[src/rtl/fetch_unit.sv]
// fetch_unit -- instruction fetch front end with a 2-credit request window.
//
// Issues sequential word-aligned fetch requests to instruction memory. It
// tracks the PC of every accepted request in a 2-entry in-order tag queue
// and pairs each returning instruction with its PC in a 2-entry output
// buffer. The buffer head drives the decode-facing outputs combinationally.
// A redirect from Execute flushes the buffer and silently drops the responses
// still in flight for requests made before the redirect.
//
// Handshake semantics: a request transfers in a cycle where imem_req and
// imem_ready are both 1. While imem_req=1 and imem_ready=0 the address holds,
// unless a redirect withdraws the request. Responses (imem_rvalid) have no
// back-pressure and return in request order. The decode stage consumes the
// head when validF=1 and stallF=0.
//
// Ports:
//   CLK, reset          clock, synchronous active-high reset
//   stallF              hold the presented instruction
//   redirectE/PCTargetE taken branch/jump and its target
//   imem_req/addr/ready request channel to instruction memory
//   imem_rvalid/rdata   response channel from instruction memory
//   insF/PCF/PCPlus4F   presented instruction, its PC and PC+4
//   validF              insF/PCF hold a real fetched instruction
module fetch_unit #(
  parameter logic [31:0] RESET_PC = 32'h0000_0000,
  parameter logic [31:0] NOP_INS  = 32'h0000_0013
) (
  input  logic        CLK,
  input  logic        reset,
  input  logic        stallF,
  input  logic        redirectE,
  input  logic [31:0] PCTargetE,
  output logic        imem_req,
  output logic [31:0] imem_addr,
  input  logic        imem_ready,
  input  logic        imem_rvalid,
  input  logic [31:0] imem_rdata,
  output logic [31:0] insF,
  output logic [31:0] PCF,
  output logic [31:0] PCPlus4F,
  output logic        validF
);

  // Next address to request; always word aligned.
  logic [31:0] r_next_pc;

  // In-order tag queue: PC of each outstanding request.
  logic [31:0] r_tag_pc [2];
  logic        r_tag_rd;
  logic        r_tag_wr;
  logic [1:0]  r_tag_cnt;

  // Output buffer: fetched instruction + PC pairs.
  logic [31:0] r_buf_ins [2];
  logic [31:0] r_buf_pc  [2];
  logic        r_buf_rd;
  logic        r_buf_wr;
  logic [1:0]  r_buf_cnt;

  // Responses still to be discarded after the last redirect.
  logic [1:0]  r_drop_cnt;

  logic        w_head_pop;
  logic        w_req_fire;
  logic        w_buf_push;
  logic [2:0]  w_credit_used;
  logic [1:0]  w_tag_after_pop;

  assign validF     = (r_buf_cnt != 2'd0);
  assign w_head_pop = validF && !stallF;

  // Every outstanding request will land in the buffer, so outstanding plus
  // occupancy is the number of buffer slots already spoken for. The head
  // leaving this cycle frees a slot immediately, which is what lets the
  // zero-wait steady state issue one request per cycle.
  assign w_credit_used = {1'b0, r_tag_cnt} + {1'b0, r_buf_cnt} - {2'b00, w_head_pop};
  assign imem_req      = !reset && !redirectE && (w_credit_used < 3'd2);
  assign imem_addr     = r_next_pc;
  assign w_req_fire    = imem_req && imem_ready;

  // Outstanding count once this cycle's response has left the tag queue; on
  // a redirect this is exactly how many stale responses are still to come.
  assign w_tag_after_pop = r_tag_cnt - {1'b0, imem_rvalid};
  assign w_buf_push      = imem_rvalid && (r_drop_cnt == 2'd0) && !redirectE;

  assign insF     = validF ? r_buf_ins[r_buf_rd] : NOP_INS;
  assign PCF      = validF ? r_buf_pc[r_buf_rd] : 32'h0000_0000;
  assign PCPlus4F = PCF + 32'd4;

  // Control state.
  always_ff @(posedge CLK) begin
    if (reset) begin
      r_next_pc  <= RESET_PC & 32'hFFFF_FFFC;
      r_tag_rd   <= 1'b0;
      r_tag_wr   <= 1'b0;
      r_tag_cnt  <= 2'd0;
      r_buf_rd   <= 1'b0;
      r_buf_wr   <= 1'b0;
      r_buf_cnt  <= 2'd0;
      r_drop_cnt <= 2'd0;
    end else begin
      if (redirectE) begin
        r_next_pc <= PCTargetE & 32'hFFFF_FFFC;
      end else if (w_req_fire) begin
        r_next_pc <= r_next_pc + 32'd4;
      end

      // Tag queue keeps running through a redirect: stale responses still
      // arrive and must still be popped.
      if (w_req_fire) begin
        r_tag_wr <= ~r_tag_wr;
      end
      if (imem_rvalid) begin
        r_tag_rd <= ~r_tag_rd;
      end
      r_tag_cnt <= r_tag_cnt + {1'b0, w_req_fire} - {1'b0, imem_rvalid};

      if (redirectE) begin
        r_drop_cnt <= w_tag_after_pop;
      end else if (imem_rvalid && (r_drop_cnt != 2'd0)) begin
        r_drop_cnt <= r_drop_cnt - 2'd1;
      end

      if (redirectE) begin
        r_buf_rd  <= 1'b0;
        r_buf_wr  <= 1'b0;
        r_buf_cnt <= 2'd0;
      end else begin
        if (w_buf_push) begin
          r_buf_wr <= ~r_buf_wr;
        end
        if (w_head_pop) begin
          r_buf_rd <= ~r_buf_rd;
        end
        r_buf_cnt <= r_buf_cnt + {1'b0, w_buf_push} - {1'b0, w_head_pop};
      end
    end
  end

  // Data storage; contents are qualified by the counters, so no reset needed.
  always_ff @(posedge CLK) begin
    if (w_req_fire) begin
      r_tag_pc[r_tag_wr] <= r_next_pc;
    end
    if (w_buf_push) begin
      r_buf_ins[r_buf_wr] <= imem_rdata;
      r_buf_pc[r_buf_wr]  <= r_tag_pc[r_tag_rd];
    end
  end

endmodule

[config.mk]
export PLATFORM = sky130hd
export DESIGN_NAME = fetch_unit
export DESIGN_NICKNAME = d
export VERILOG_FILES = /design/src/rtl/fetch_unit.sv
export SDC_FILE = /design/constraint.sdc
export NUM_CORES = 1
export LEC_CHECK = 0
export CAP_MARGIN = 40
export CORE_AREA = 2 2 205 207
export DETAILED_ROUTE_END_ITERATION = 6
export DIE_AREA = 0 0 207 209
export GPL_TIMING_DRIVEN = 1
export PLACE_DENSITY = 0.52
export REMOVE_ABC_BUFFERS = 1
export SLEW_MARGIN = 10
export SYNTH_ARGS = -nofsm -noshare
export SYNTH_HDL_FRONTEND = slang
export SYNTH_SLANG_ARGS = --single-unit
[constraint.sdc]
create_clock -name CLK -period 8.5 [get_ports CLK]
set_input_delay 1.7 -clock CLK [delete_from_list [all_inputs] [get_ports CLK]]
set_output_delay 1.7 -clock CLK [all_outputs]
set_load 0.1 [all_outputs]
[After elaboration in Yosys (flattened, before gate mapping)]
Memory sizes are Yosys's and may differ from the RTL's. A register that Yosys moved wholly into a read port is not among the register bits.
Index checks and enable logic that the tools add are counted.
Cells by class
  $add $sub $neg: 10
  $lt $le $gt $ge: 1
  mux-type cells: 16
  bitwise logic cells: 4
  reductions and logical operators: 16
Operator list (number)
  2-to-1 mux 32 bit: 4
  adder 32 x 3 -> 32 bit (second input constant): 2
  2-to-1 mux 1 bit: 10
  nonzero test 2 bit: 4
  logical AND 1 bit: 7
  subtractor 2 x 1 -> 2 bit: 3
  adder 2 x 1 -> 2 bit: 2
  2-to-1 mux 2 bit: 2
  NOT 1 bit: 4
  adder 2 x 2 -> 3 bit: 1
  zero test 1 bit: 3
  less-than comparator 3 x 2 -> 1 bit (second input constant): 1
  subtractor 3 x 1 -> 3 bit: 1
  zero test 2 bit: 1
  OR reduction 2 bit: 1
  subtractor 2 x 1 -> 2 bit (second input constant): 1
Word-level totals
  flip-flop bits (word level): 42
  RAM bits: 192
  input bits: 70
  memories kept: 3
Memories
  r_buf_ins: words 2, width 32, read ports 1, clocked after memory_dff 1, write ports 1, RTL line 54  | logic [31:0] r_buf_ins [2];
  r_buf_pc: words 2, width 32, read ports 1, clocked after memory_dff 1, write ports 1, RTL line 55  | logic [31:0] r_buf_pc [2];
  r_tag_pc: words 2, width 32, read ports 1, clocked after memory_dff 1, write ports 1, RTL line 48  | logic [31:0] r_tag_pc [2];

[Depth between registers and ports, before layout]
Gate-level depths: netlist of the first run.
  depth after elaboration: 8
  mapped depth: 15
  gate-level depth less buffers: 13

[Least setup slack after synthesis of the first run]
Ideal clock, no wire load.
  path kind: reg-to-output
  start: register r_buf_cnt[0]
  end: output port PCPlus4F[28]
  arrival time: 5.992 ns
  path slack: 0.808 ns
  cell stages (with the launch flop): 14
  buffers on the path: 4
  cells stage by stage: dfxtp_1 > nor2_1 > buf_2 > buf_2 > buf_1 > inv_1 > nand2_1 > inv_1 > ha_1 > nor3b_2 > nand3_1 > buf_2 > nor4_1 > xor2_1
Between the ends
  cells in the longest elaborated chain, start to end: 3
Ends and longest elaborated chain
  start, declared: RTL line 58  | logic [1:0] r_buf_cnt;
  start signal, assigned: RTL line 135  | r_buf_cnt <= r_buf_cnt + {1'b0, w_buf_push} - {1'b0, w_head_pop};
  nonzero test 2 bit: RTL line 69  | assign validF = (r_buf_cnt != 2'd0);
  net validF: RTL line 41  | output logic validF
  2-to-1 mux 32 bit: RTL line 87  | assign PCF = validF ? r_buf_pc[r_buf_rd] : 32'h0000_0000;
  net PCF[2]: RTL line 39  | output logic [31:0] PCF,
  adder 32 x 3 -> 32 bit: RTL line 88  | assign PCPlus4F = PCF + 32'd4;
  end, declared: RTL line 40  | output logic [31:0] PCPlus4F,
The timed path passes the listed nets, and every way through them passes these cells.

==> reports/results.ini, run 1 <==
[outcome]
run_status = finished, final reports clean

[sta]
period_share_pct = 73.0
hold_violations = 0
min_period_ns = 6.20
finalMaxSlewViolations = 0
rsz0062_at_grt = no
finClkSkew_ns = 0.0171
finalSetupViolations = 0
tightest_slew_ns = 0.828
setup_ws_ns = 2.30
slew_headroom_pct = 44.6
fmax_ghz = 0.161

[worst_setup_path]
worst-path-max-fanout = 41
worst_ep_required_time_ns = 6.80
cp_slowest_cell = dfxtp_4
setup.worst_path.end = PCPlus4F[28]
r2r_start = r_buf_cnt[1]$_SDFF_PP0_
path_class = reg -> out
cp_num_cells = 9
r2r_cells = 13
timing.rr.end = r_tag_cnt[1]$_SDFF_PP0_
crit_arrival_ns = 4.50
ff2ff_setup_slack_ns = 4.83
slowest_delay_ns = 0.79
cp-start-kind = flip-flop
crit_family = simple AND/OR/NAND/NOR gates
crit_buf_inv = 2
cp_cell_sequence = mux2i_1 -> nor2_1 -> ha_1 -> nor3b_2 -> nand3_1 -> nor4_1 -> xor2_1 -> clkdlybuf4s50_1 -> buf_16
endpoint_kind = output pin

[job]
maxCapViolations = 0

[drt]
antenna_left = 0
drt-initial-drc-count = 381
vias_per_cell = 4.35
dr_wl_met3_um = 1360
wl_per_cell_um = 16.8
drc = 0
dr.pass1.iters = 4
met2_length_um = 13300
num_vias = 7220
wl_um = 27800
top_layer_used = met4
drt-met1-wl_um = 12600

[cells_and_area]
final_cells = 1658
fillers = 3887
design_area_mm2 = 0.0160
multi_input_area_mm2 = 0.00350
area_delta_synth_final_pct = 57.2
num_antenna_cells = 0
layout.nets = 1177
seq_area_mm2 = 0.00637
drive_gt1_share_pct = 21.4

[pwr]
switching_power_mw = 0.858
power.leakage_nw = 5.38
p_clk_share_pct = 37.7
power_density_mw_per_mm2 = 191
switching_share_pct = 28.2
irDropWorstVdd_mv = 0.125
p_comb_share_pct = 19.9
internal_power_mw = 2.19
seqPwrFrac_pct = 42.4

[synthesis]
synth_ff_type = edfxtp_1
async_reset_ff_share_pct = 0
ys_warn_count = 0
yosys.area.top_type = edfxtp_1
synth-seq-cells = 226
syn_inst = 785
post-synth-top-count-cell = edfxtp_1
yosysSeqAreaShare_pct = 62.6
syn_area_per_cell_um2 = 13.0
ys_top_cells_by_area = edfxtp_1 54%, dfxtp_1 8.3%, mux2i_1 5.9%
synthTopCellsByCount = 184 x edfxtp_1, 88 x nor2_1, 60 x mux2i_1
yosysUniqueCellTypes = 58
synth_edf_count = 184
synth_area_mm2 = 0.0102
synth.top_cell.area_share_pct = 54.3

[placement]
io_buffers = 191
place.gp.congestion = 0.757
post_dp_cell_area_mm2 = 0.0151
numPlacedInstances = 1608
dp_hpwl_um = 20000
dp_slack_ns = 2.61

[clock_network]
clk_path_buf_depth = 3
clock-sinks = 226
cts_max_level = 1
insertion_delay_ns = 0.55
clkTransAtPathRegs_ns = 0.05
cts_hold_buf = 0
cts_buffers = 27
cts-resized-gates = 0
postCtsSetupRepairBufs = 0
root_buffer = clkbuf_16
cts_tree = done

[grt]
gr-total-overflow = 0
antenna_found_initial = 0
grt_max_degree = 50
grt_usage_pct = 12.8
grt_pass1_wl_um = 43800
grt_pass1_vias = 7477

[worst_hold_path]
holdCritPathClass = reg -> reg
whs_path_depth = 2

[floorplanning]
dieHeight_um = 209
die_x_um = 207
start_util_pct = 24.6
std_cell_rows = 75
boundaryPins = 200
dieArea_mm2 = 0.0433
coreArea_mm2 = 0.0413

==> cell usage in the layout, fill, tap and decap left out, types with 3 or more instances in the layout <==
cell type / n
mux2_2: 32
a211oi_1: 8
a31oi_1: 14
clkdlybuf4s50_1: 191
xnor2_1: 29
clkbuf_16: 27
nor3_1: 13
xor2_1: 20
nand3_2: 3
clkbuf_1: 6
clkbuf_8: 3
nor2_4: 3
nor4_2: 10
ha_1: 8
dfxtp_1: 40
nand3_1: 26
mux2i_1: 60
nand4_1: 16
a211oi_2: 4
clkinv_1: 8
nand3b_1: 5
o21ai_0: 16
and3_1: 9
o211ai_1: 5
and2_1: 6
nor2_1: 84
and4_1: 3
edfxtp_1: 184
nand2_1: 41
buf_16: 48
nor4_1: 12
o22ai_1: 3
or3_1: 8
buf_4: 8
bufinv_16: 3
buf_8: 79
inv_1: 19
conb_1: 6
a21oi_1: 20
==> layout make-up <==
cell class	instances	area share, %
Timing Repair Buffer	326	28.0
Clock inverter	14	0.916
Tap cell	539	4.22
Multi-Input combinational cell	496	21.9
Inverter	21	0.493
Clock buffer	36	4.62
Sequential cell	226	39.8
==> power by group through the flow <==
stage | sequential [mW] | clock, mW | combinational [mW]
2_1_floorplan | 1.37 | 0 | 0.277
3_3_place_gp | 1.32 | 0 | 0.480
3_5_place_dp | 1.32 | 0 | 0.610
4_1_cts | 1.29 | 1.19 | 0.613
5_1_grt | 1.30 | 1.23 | 0.637
6_report | 1.29 | 1.15 | 0.606
==> kinds of logic (layout without fill, tap and decap cells) <==
| group | count (synthesis) | after routing | share of synthesized area [%] |
|---|---|---|---|
| fa+ha+maj | 9 | 9 | 1.18 |
| mux | 92 | 92 | 9.45 |
| compound gates | 86 | 86 | 5.86 |
| buf+inv | 68 | 397 | 3.42 |
| xor+xnor | 49 | 49 | 4.22 |
| other cells | 1 | 6 | 0.0369 |
| simple gates | 254 | 254 | 13.2 |
| flops | 226 | 226 | 62.6 |
==> how the worst min path moves through the flow <==
stage | start | end
after floorplan | r_tag_rd$_SDFFE_PP0P_ | flip-flop
after global placement | r_tag_rd$_SDFFE_PP0P_ | r_tag_rd$_SDFFE_PP0P_
after detailed placement | r_tag_rd$_SDFFE_PP0P_ | flip-flop
after CTS | r_tag_rd$_SDFFE_PP0P_ | flip-flop
after global routing | r_tag_rd$_SDFFE_PP0P_ | flip-flop
final | r_tag_rd$_SDFFE_PP0P_ | flip-flop
==> flip-flops by register name, summed over array words and instances (netlist names), 2 cells and up, named ones only <==
name,cells
r_buf_pc,60
r_tag_pc,60
r_drop_cnt,2
r_buf_ins,64
imem_addr,30
r_buf_cnt,2
r_tag_cnt,2
==> metal layers <==
metal,vias up,track usage (%)
met5,-,0
met4,0,3.79
li1,3536,-
met3,41,2.09
met2,209,21.2
met1,3434,17.2
==> tightest hold or removal path: stages (launching register included) <==
cell and delay (ns):
dfxtp_1 0.33, xnor2_1 0.09, nor2_1 0.08
==> per-stage QoR <==
step | TNS (ns) | power [mW] | util [%] | hold slack, ns
after global placement | 0 | 1.80 | 30.5 | 0.501
after CTS | 0 | 3.10 | 38.7 | 0.530
final | 0 | 3.05 | 38.7 | 0.524
after global routing | 0 | 3.17 | 38.7 | 0.565
after floorplan | -29.60 | 1.65 | - | 0.480
after detailed placement | 0 | 1.93 | 36.6 | 0.506
Power figures use the tool's default switching activity.
==> run 2: changes to the inputs <==
- clock period: 8.5 -> 6.35 ns (I/O delays scaled with it)
==> run 2 against run 1 <==
Core utilization is 1.3 points lower. Worst hold slack worse by 0.0064 ns. Die area stayed put. Register-to-register slack worse by 1.9 ns. Total power is 32% higher. First-iteration DRC count is 22% lower. Via count is 0.58% lower.
==> reports/results.ini, run 2 (synthesis results as in run 1) <==
[pwr]
p_clk_share_pct = 37.6  ; about the same
power_mw = 4.02  ; +32%
internal_power_mw = 2.87  ; +31%
switching_power_mw = 1.15  ; +34%
seqPwrFrac_pct = 42.8  ; +0.4 points
p_comb_share_pct = 19.6  ; -0.3 points
switching_share_pct = 28.7  ; +0.51 points
irDropWorstVdd_mv = 0.181  ; +46%
power_density_mw_per_mm2 = 260  ; +36%
power.leakage_nw = 5.22  ; -2.9%

[drt]
vias_per_cell = 4.38  ; +0.51%
drc = 0  ; unchanged
drt-met1-wl_um = 12900  ; +2.5%
wl_per_cell_um = 16.7  ; -0.38%
dr_wl_met3_um = 1220  ; -11%
drt-initial-drc-count = 299  ; -22%
dr.pass1.iters = 5  ; +1
wl_um = 27400  ; -1.5%
met2_length_um = 12800  ; -4.0%
top_layer_used = met4
num_vias = 7178  ; -0.58%
antenna_left = 0  ; unchanged

[sta]
finClkSkew_ns = 0.0156  ; -0.00153 ns
finalMaxSlewViolations = 0  ; unchanged
finalSetupViolations = 0  ; unchanged
min_period_ns = 4.90
whs_ns = 0.517  ; -0.00642 ns
rsz0062_at_grt = no
tns_ns = 0  ; unchanged
slew_headroom_pct = 48.9  ; +4.4 points
tightest_slew_ns = 0.763  ; -0.0650 ns
fmax_ghz = 0.204
setup_ws_ns = 1.45  ; -0.851 ns
hold_violations = 0  ; unchanged
period_share_pct = 77.2

[worst_setup_path]
worst_ep_required_time_ns = 5.08  ; -1.72 ns
crit_family = simple AND/OR/NAND/NOR gates
crit_buf_inv = 4  ; +2
path_common_cell = inv_1
slowest_delay_ns = 0.57  ; -0.22 ns
cp_slowest_cell = nand3_1
r2r_cells = 14  ; +1
cp_cell_sequence = nor2_4 -> buf_12 -> inv_1 -> nand2_1 -> inv_1 -> ha_1 -> nor3b_2 -> nand3_1 -> nor4_1 -> xor2_1 -> buf_4
worst-path-max-fanout = 30  ; -27%
cp_num_cells = 11  ; +2
cp-start-kind = flip-flop
ff2ff_setup_slack_ns = 2.98  ; -1.85 ns
crit_arrival_ns = 3.63  ; -0.87 ns
endpoint_kind = output pin
path_class = reg -> out

[floorplanning]
coreArea_mm2 = 0.0413  ; unchanged
die_x_um = 207  ; unchanged
dieHeight_um = 209  ; unchanged
dieArea_mm2 = 0.0433  ; unchanged
start_util_pct = 24.6  ; unchanged
boundaryPins = 200  ; unchanged
std_cell_rows = 75  ; unchanged

[cells_and_area]
design_area_mm2 = 0.0155  ; -3.3%
reg_top3 = r_buf_ins: 64 flops, r_buf_pc: 60 flops, r_tag_pc: 60 flops
fin_util_pct = 37.4  ; -1.3 points
drive_gt1_share_pct = 22.3  ; +0.90 points
final_cell_mix = 184 x edfxtp_1, 169 x clkdlybuf4s50_1, 84 x nor2_1
final_common_cell = edfxtp_1
area_delta_synth_final_pct = 52.0
regMostFlops = r_buf_ins
largest_reg_flops = 64  ; unchanged
num_antenna_cells = 0  ; unchanged
final_cells = 1640  ; -1.1%
layout.nets = 1159  ; -1.5%

[job]
maxCapViolations = 0  ; unchanged

[clock_network]
root_buffer = clkbuf_16
insertion_delay_ns = 0.55  ; about the same
clkTransAtPathRegs_ns = 0.06  ; about the same
cts_tree = done
clock-sinks = 226  ; unchanged
clk_path_buf_depth = 3  ; unchanged
postCtsSetupRepairBufs = 0  ; unchanged
cts_max_level = 1  ; unchanged
cts_hold_buf = 0  ; unchanged
cts_buffers = 27  ; unchanged
cts-resized-gates = 0  ; unchanged

[outcome]
run_status = finished, final reports clean

[grt]
antenna_found_initial = 0  ; unchanged
grt_pass1_wl_um = 42600  ; -2.6%
grt_pass1_vias = 7249  ; -3.0%
grt_usage_pct = 12.5  ; -0.33 points
grt_max_degree = 52  ; +4.0%
gr-total-overflow = 0  ; unchanged

[placement]
numPlacedInstances = 1590  ; -1.1%
dp_hpwl_um = 19600  ; -2.2%
dp_slack_ns = 1.74  ; -0.862 ns
place.gp.congestion = 0.762  ; +0.69%
io_buffers = 191  ; unchanged
post_dp_cell_area_mm2 = 0.0146  ; -3.4%

[worst_hold_path]
whs_path_depth = 2  ; unchanged
holdCritPathClass = reg -> reg

## run 2: cell count changes in the layout (fill, tap and decap cells not counted)
cell,delta
clkbuf_1,-2
dfxtp_2,-1
buf_12,+1
buf_16,-13
clkinv_4,+1
clkinv_2,+5
clkinv_1,-1
buf_8,-10
dfxtp_1,+1
clkinvlp_4,+1
buf_4,+26
clkdlybuf4s50_1,-22
inv_6,-1
clkbuf_8,-3
## run 2: final timing paths
path	endpoint	from
hold / removal	flip-flop	r_tag_rd$_SDFFE_PP0P_
hold reg to reg	flip-flop	r_tag_rd$_SDFFE_PP0P_
setup reg to reg	r_tag_cnt[1]$_SDFF_PP0_	r_buf_cnt[1]$_SDFF_PP0_
setup / recovery	PCPlus4F[30]	r_buf_cnt[0]$_SDFF_PP0_
## run 2: final cells by class
class,instances,area [µm²]
fill,3940,25800
timing repair buffer,308,3970
multi-input combinational,496,3500
inverter,21,78.8
clock inverter,19,175
sequential,226,6370
tap,539,674
clock buffer,31,691
## run 2: worst register-to-register path: stages (launching register included)
cell     delay [ns]
dfxtp_1        0.41
inv_1          0.09
nor3_1         0.29
o21ai_0        0.17
fa_1           0.39
xor2_1         0.20
and3_1         0.18
buf_4          0.19
inv_2          0.46
ha_1           0.35
inv_1          0.05
ha_1           0.14
xnor2_1        0.13
xnor2_1        0.14
nor2_1         0.05
## run 2: power by group through the flow
stage / Sequential (mW) / Combinational [mW] / Clock [mW]
4_1_cts: 1.72 / 0.797 / 1.56
3_5_place_dp: 1.75 / 0.794 / 0
2_1_floorplan: 1.83 / 0.371 / 0
6_report: 1.72 / 0.788 / 1.51
5_1_grt: 1.73 / 0.830 / 1.62
3_3_place_gp: 1.75 / 0.654 / 0
## run 2: layer usage
| metal | global-route usage [%] | up-vias |
|---|---|---|
| met3 | 2.21 | 37 |
| met1 | 17.0 | 3445 |
| li1 | - | 3504 |
| met2 | 20.2 | 192 |
| met5 | 0 | - |
| met4 | 3.62 | 0 |
